**src/rtl/fir_serial_mac.sv**
```systemverilog
// fir_serial_mac
// Time-multiplexed FIR filter built around one shared multiply-accumulate.
// One sample is accepted through a valid/ready handshake. The MAC then walks
// all N_TAPS products, one per clock. The rounded and saturated result is
// presented with a one-cycle strobe.
//
// Ports
//   clk         clock, all logic on the rising edge
//   rst_n       synchronous reset, active low
//   in_valid    in_data holds a sample
//   in_ready    block can accept a sample this cycle
//   in_data     signed input sample (DATA_W)
//   coef_we     coefficient write strobe (honoured in IDLE only)
//   coef_addr   tap index, 0 = newest sample
//   coef_wdata  signed coefficient (COEF_W)
//   out_valid   one-cycle strobe, out_data/out_sat valid
//   out_data    signed filtered sample (OUT_W)
//   out_sat     out_data was clipped
module fir_serial_mac #(
  parameter int DATA_W = 9,
  parameter int COEF_W = 9,
  parameter int N_TAPS = 8,
  parameter int OUT_W  = 9,
  parameter int SHIFT  = 0
) (
  input  logic                       clk,
  input  logic                       rst_n,
  input  logic                       in_valid,
  output logic                       in_ready,
  input  logic [DATA_W-1:0]          in_data,
  input  logic                       coef_we,
  input  logic [$clog2(N_TAPS)-1:0]  coef_addr,
  input  logic [COEF_W-1:0]          coef_wdata,
  output logic                       out_valid,
  output logic [OUT_W-1:0]           out_data,
  output logic                       out_sat
);

  localparam int AW     = $clog2(N_TAPS);
  localparam int PROD_W = DATA_W + COEF_W;
  localparam int ACC_W  = DATA_W + COEF_W + $clog2(N_TAPS);
  localparam int RND_SH = (SHIFT > 0) ? SHIFT - 1 : 0;

  // The result path is one bit wider than the accumulator so that adding the
  // rounding constant can never wrap.
  localparam logic signed [ACC_W:0] RND     = (SHIFT > 0) ? ((ACC_W+1)'(1) << RND_SH) : '0;
  localparam logic signed [ACC_W:0] OUT_MAX = {{(ACC_W+2-OUT_W){1'b0}}, {(OUT_W-1){1'b1}}};
  localparam logic signed [ACC_W:0] OUT_MIN = ~OUT_MAX;
  localparam logic [AW-1:0]         LAST    = AW'(N_TAPS - 1);

  typedef enum logic [1:0] {IDLE, MAC, OUT} state_t;

  state_t                    state_reg;
  logic signed [DATA_W-1:0]  x_reg    [N_TAPS];
  logic signed [COEF_W-1:0]  coef_reg [N_TAPS];
  logic signed [ACC_W-1:0]   acc_reg;
  logic [AW-1:0]             cnt_reg;

  logic                      accept;
  logic                      coef_en;
  logic [N_TAPS-1:0]         coef_hit;
  logic signed [PROD_W-1:0]  prod;
  logic signed [ACC_W-1:0]   prod_ext;
  logic signed [ACC_W:0]     sum_ext;
  logic signed [ACC_W:0]     res;
  logic [OUT_W-1:0]          sat_data_next;
  logic                      sat_flag_next;

  // The ready signal is forced low while reset is held.
  assign in_ready = rst_n && (state_reg == IDLE);
  assign accept   = in_valid && in_ready;

  // Coefficient writes are dropped outside IDLE. The coefficients therefore
  // stay frozen for a whole computation.
  assign coef_en  = coef_we && (state_reg == IDLE);

  // Per-tap address decode. An address at or above N_TAPS matches no tap and
  // is ignored.
  generate
    for (genvar gi = 0; gi < N_TAPS; gi++) begin : g_coef_dec
      assign coef_hit[gi] = coef_en && (coef_addr == AW'(gi));
    end
  endgenerate

  // Shared multiplier: the full-precision signed product of the current tap.
  assign prod     = x_reg[cnt_reg] * coef_reg[cnt_reg];
  assign prod_ext = {{(ACC_W-PROD_W){prod[PROD_W-1]}}, prod};

  // Rounding (half toward +inf), arithmetic shift, then saturation.
  always_comb begin
    sum_ext       = {acc_reg[ACC_W-1], acc_reg} + RND;
    res           = sum_ext >>> SHIFT;
    sat_data_next = res[OUT_W-1:0];
    sat_flag_next = 1'b0;
    if (res > OUT_MAX) begin
      sat_data_next = OUT_MAX[OUT_W-1:0];
      sat_flag_next = 1'b1;
    end else if (res < OUT_MIN) begin
      sat_data_next = OUT_MIN[OUT_W-1:0];
      sat_flag_next = 1'b1;
    end
  end

  always_ff @(posedge clk) begin
    if (!rst_n) begin
      state_reg <= IDLE;
      acc_reg   <= '0;
      cnt_reg   <= '0;
      out_valid <= 1'b0;
      out_data  <= '0;
      out_sat   <= 1'b0;
      for (int i = 0; i < N_TAPS; i++) begin
        x_reg[i]    <= '0;
        coef_reg[i] <= '0;
      end
    end else begin
      out_valid <= 1'b0;

      // A write in the same cycle as an acceptance lands now. The MAC reads
      // the coefficients only from the next cycle on, so it sees the new value.
      for (int i = 0; i < N_TAPS; i++) begin
        if (coef_hit[i]) begin
          coef_reg[i] <= coef_wdata;
        end
      end

      case (state_reg)
        IDLE: begin
          if (accept) begin
            x_reg[0] <= in_data;
            for (int i = 1; i < N_TAPS; i++) begin
              x_reg[i] <= x_reg[i-1];
            end
            acc_reg   <= '0;
            cnt_reg   <= '0;
            state_reg <= MAC;
          end
        end
        MAC: begin
          acc_reg <= acc_reg + prod_ext;
          cnt_reg <= cnt_reg + 1'b1;
          if (cnt_reg == LAST) begin
            state_reg <= OUT;
          end
        end
        OUT: begin
          out_valid <= 1'b1;
          out_data  <= sat_data_next;
          out_sat   <= sat_flag_next;
          state_reg <= IDLE;
        end
        default: state_reg <= IDLE;
      endcase
    end
  end

endmodule

```
**config.mk**
```make
export PLATFORM = sky130hd
export DESIGN_NAME = fir_serial_mac
export DESIGN_NICKNAME = d
export VERILOG_FILES = /design/src/rtl/fir_serial_mac.sv
export SDC_FILE = /design/constraint.sdc
export NUM_CORES = 1
export LEC_CHECK = 0
export CAP_MARGIN = 10
export CORE_MARGIN = 4
export CORE_UTILIZATION = 45
export DETAILED_ROUTE_END_ITERATION = 10
export REMOVE_ABC_BUFFERS = 1
export SYNTH_ARGS = -nofsm -noshare
export SYNTH_HDL_FRONTEND = slang
export SYNTH_SLANG_ARGS = --single-unit
```
**constraint.sdc**
```tcl
create_clock -name clk -period 9.6 [get_ports clk]
set_clock_uncertainty 0.15 [all_clocks]
set_input_delay 2.88 -clock clk [delete_from_list [all_inputs] [get_ports clk]]
set_output_delay 2.88 -clock clk [all_outputs]
set_load 0.01 [all_outputs]
```
==> reports/metrics.yaml <==
grt_max_degree: 73
cp-end-kind: "register"
syn_inst: 1045
wl_met3_um: 1129
syn_area_per_cell_sq_um: 11.49
via_per_inst: 5.291
first_pass_iters: 7
synth_area_sq_mm: 0.01201
ys.warnings.count: 0
die_y_um: 171.4
drt-total-wl_um: 25630
ff2ff_setup_slack_ps: 2560
worst_slew_pin_slew_ps: 968.1
ios: 37
arrival_ps: 7200
final_common_cell: "inv_1"
wl_met1_um: 11760
power.leakage_nw: 5.516
finalSetupViolCount: 0
path_delay_family: "adder cells"
area_growth_pct: 10.86
total_power_w: 0.003459
critical_path_class: "register to register"
fin_ws_ps: 2564
io_buffer_count: 36
slew_headroom: 0.3546
grt_pass1_wl_um: 42080
cp-start-kind: "register"
rows: 59
clkLatencyLatePin_ps: 440
crit_path_cell_trace: "buf_4, mux4_2, mux2i_4, or2_1, fa_1, fa_1, inv_1, fa_1, fa_1, inv_1, fa_1, inv_1, ha_1, a2111oi_0, o211ai_1, a31oi_1, o221ai_1, xnor2_1, o21ai_1"
clk_pin_slew_ps: 80
synthDominantCellAreaShare: 0.3601
final_cell_mix: "inv_1 (148), edfxtp_1 (144), nor2_1 (107), nand2_1 (96), fa_1 (92)"
hold_violations: 0
core-area_sq_mm: 0.02613
cts_root_buffer: "clkbuf_16"
yosys.area.top_type: "edfxtp_1"
cts_made_buffers: 17
htreeDepth: 4
slew_violations: 0
ir_worst_vdd_mv: 0.1590
cap_violations: 0
die_width_um: 171.4
die-area_sq_mm: 0.02936
worst-path-buf-inv: 4
nFillCells: 2378
gr-total-overflow: 0
holdBufCountCts: 0
clock_path_buffers: 2
hpwl_um: 18620
slowest_delay_ps: 830
hp-start: "acc_reg[13]"
final.min_clock_period_ps: 7036
start_util: 0.4595
nets: 1248
critPathMostFrequentCell: "fa_1"
cts_resized: 0
top_layer_used: "met4"
synth.area.top_cells: "edfxtp_1 (36%), fa_1 (15%), mux4_2 (6.8%)"
cp.required_ps: 9760
gp_congestion: 0.8873
post_cts_buffers: 0
antenna_cells: 0
drtAntennaViolNets: 0
synth-seq-area-share: 0.4268
wl_met2_um: 12430
place_ws_ps: 2515
post-route-util: 0.5094
via_count: 7524
cp_slowest_cell: "dfxtp_2"
globalRouteTotalUtil: 0.1843
max_freq_mhz: 142.1
ys_seq_elements: 184
wl_per_cell_um: 18.02
synth_edf_count: 144
pwr_density_cell_mw_per_mm2: 259.8
synthFlopType: "edfxtp_1"
status: "finished clean"
ys_types: 64
cts_sinks: 184
worst-path-max-fanout: 21
layout-drive-gt1-share: 0.1076
drt_iter0_markers: 619
async_flop_share: 0
grt_pass1_vias: 7682
rsz0062_at_grt: "no"
hold_path.class: "register to register"
grt_antenna_before_repair: 0
setup_tns_ps: 0
drcViolationCount: 0
fin_crit_sh: 0.7329
cts_tree: "done"
[report_power, final]
group	total, W	switching [W]	leakage, nW	internal [W]
Clock	0.000754	0.000388	0.307	0.000366
Combinational	0.00172	0.00105	3.38	0.000669
Sequential	0.000985	0.0000575	1.83	0.000927
Total	0.00346	0.00150	5.52	0.00196
[kinds of logic after synthesis]
group	share of synthesized area
AND/OR/NAND/NOR	0.1397
multiplexers	0.09398
flip-flops	0.4268
buffers and inverters	0.06355
AO/OA/AOI/OAI	0.05376
XOR/XNOR	0.009481
adder cells (fa/ha/maj)	0.2128
[synthesized netlist by cell type (all sizes together), types with 3 or more instances]
master,count
a21o,3
a21oi,36
a22o,5
and2,78
and3,5
buf,13
clkbuf,21
dfxtp,40
edfxtp,144
fa,92
ha,57
inv,154
mux2,12
mux2i,10
mux4,36
nand2,98
nand2b,4
nand3,20
nand4,10
nor2,109
nor2b,13
nor3,4
nor4,4
o211ai,3
o21a,4
o21ai,27
o21bai,3
o31ai,4
or3,3
xnor2,11
[tightest hold or removal path, stage by stage, from the launching register on]
cell	delay, ps
dfxtp_1	350
nand2_1	60
o21ai_1	50
[per-layer routing]
| layer | vias to the layer above | global-route usage |
|---|---|---|
| met5 | - | 0 |
| met4 | 0 | 0.03858 |
| met3 | 20 | 0.03379 |
| met2 | 156 | 0.3007 |
| met1 | 3773 | 0.2617 |
| li1 | 3575 | - |
[cell type report]
type	instances	area, sq um	area share
Multi-Input combinational cell	673	6130	0.4604
Sequential cell	184	5127	0.3851
Inverter	154	578.1	0.04342
Clock buffer	17	425.4	0.03195
Tap cell	335	419.2	0.03148
Timing Repair Buffer	44	415.4	0.03120
Clock inverter	15	217.7	0.01635
[through the flow]
stage	cells	hold WS (ps)	instance area [sq um]
2_1_floorplan	1011	301.4	11820
3_3_place_gp	1390	340.1	12670
3_5_place_dp	1390	342.1	12670
4_1_cts	1422	353.4	13310
5_1_grt	1422	378.8	13310
6_report	1422	354.0	13310
[worst paths after layout]
path,endpoint,cells past startpoint
max,acc_reg[17],19
min,acc_reg[13],2
max reg2reg,acc_reg[17],19
min reg2reg,acc_reg[13],2
Power figures use the tool's default switching activity.
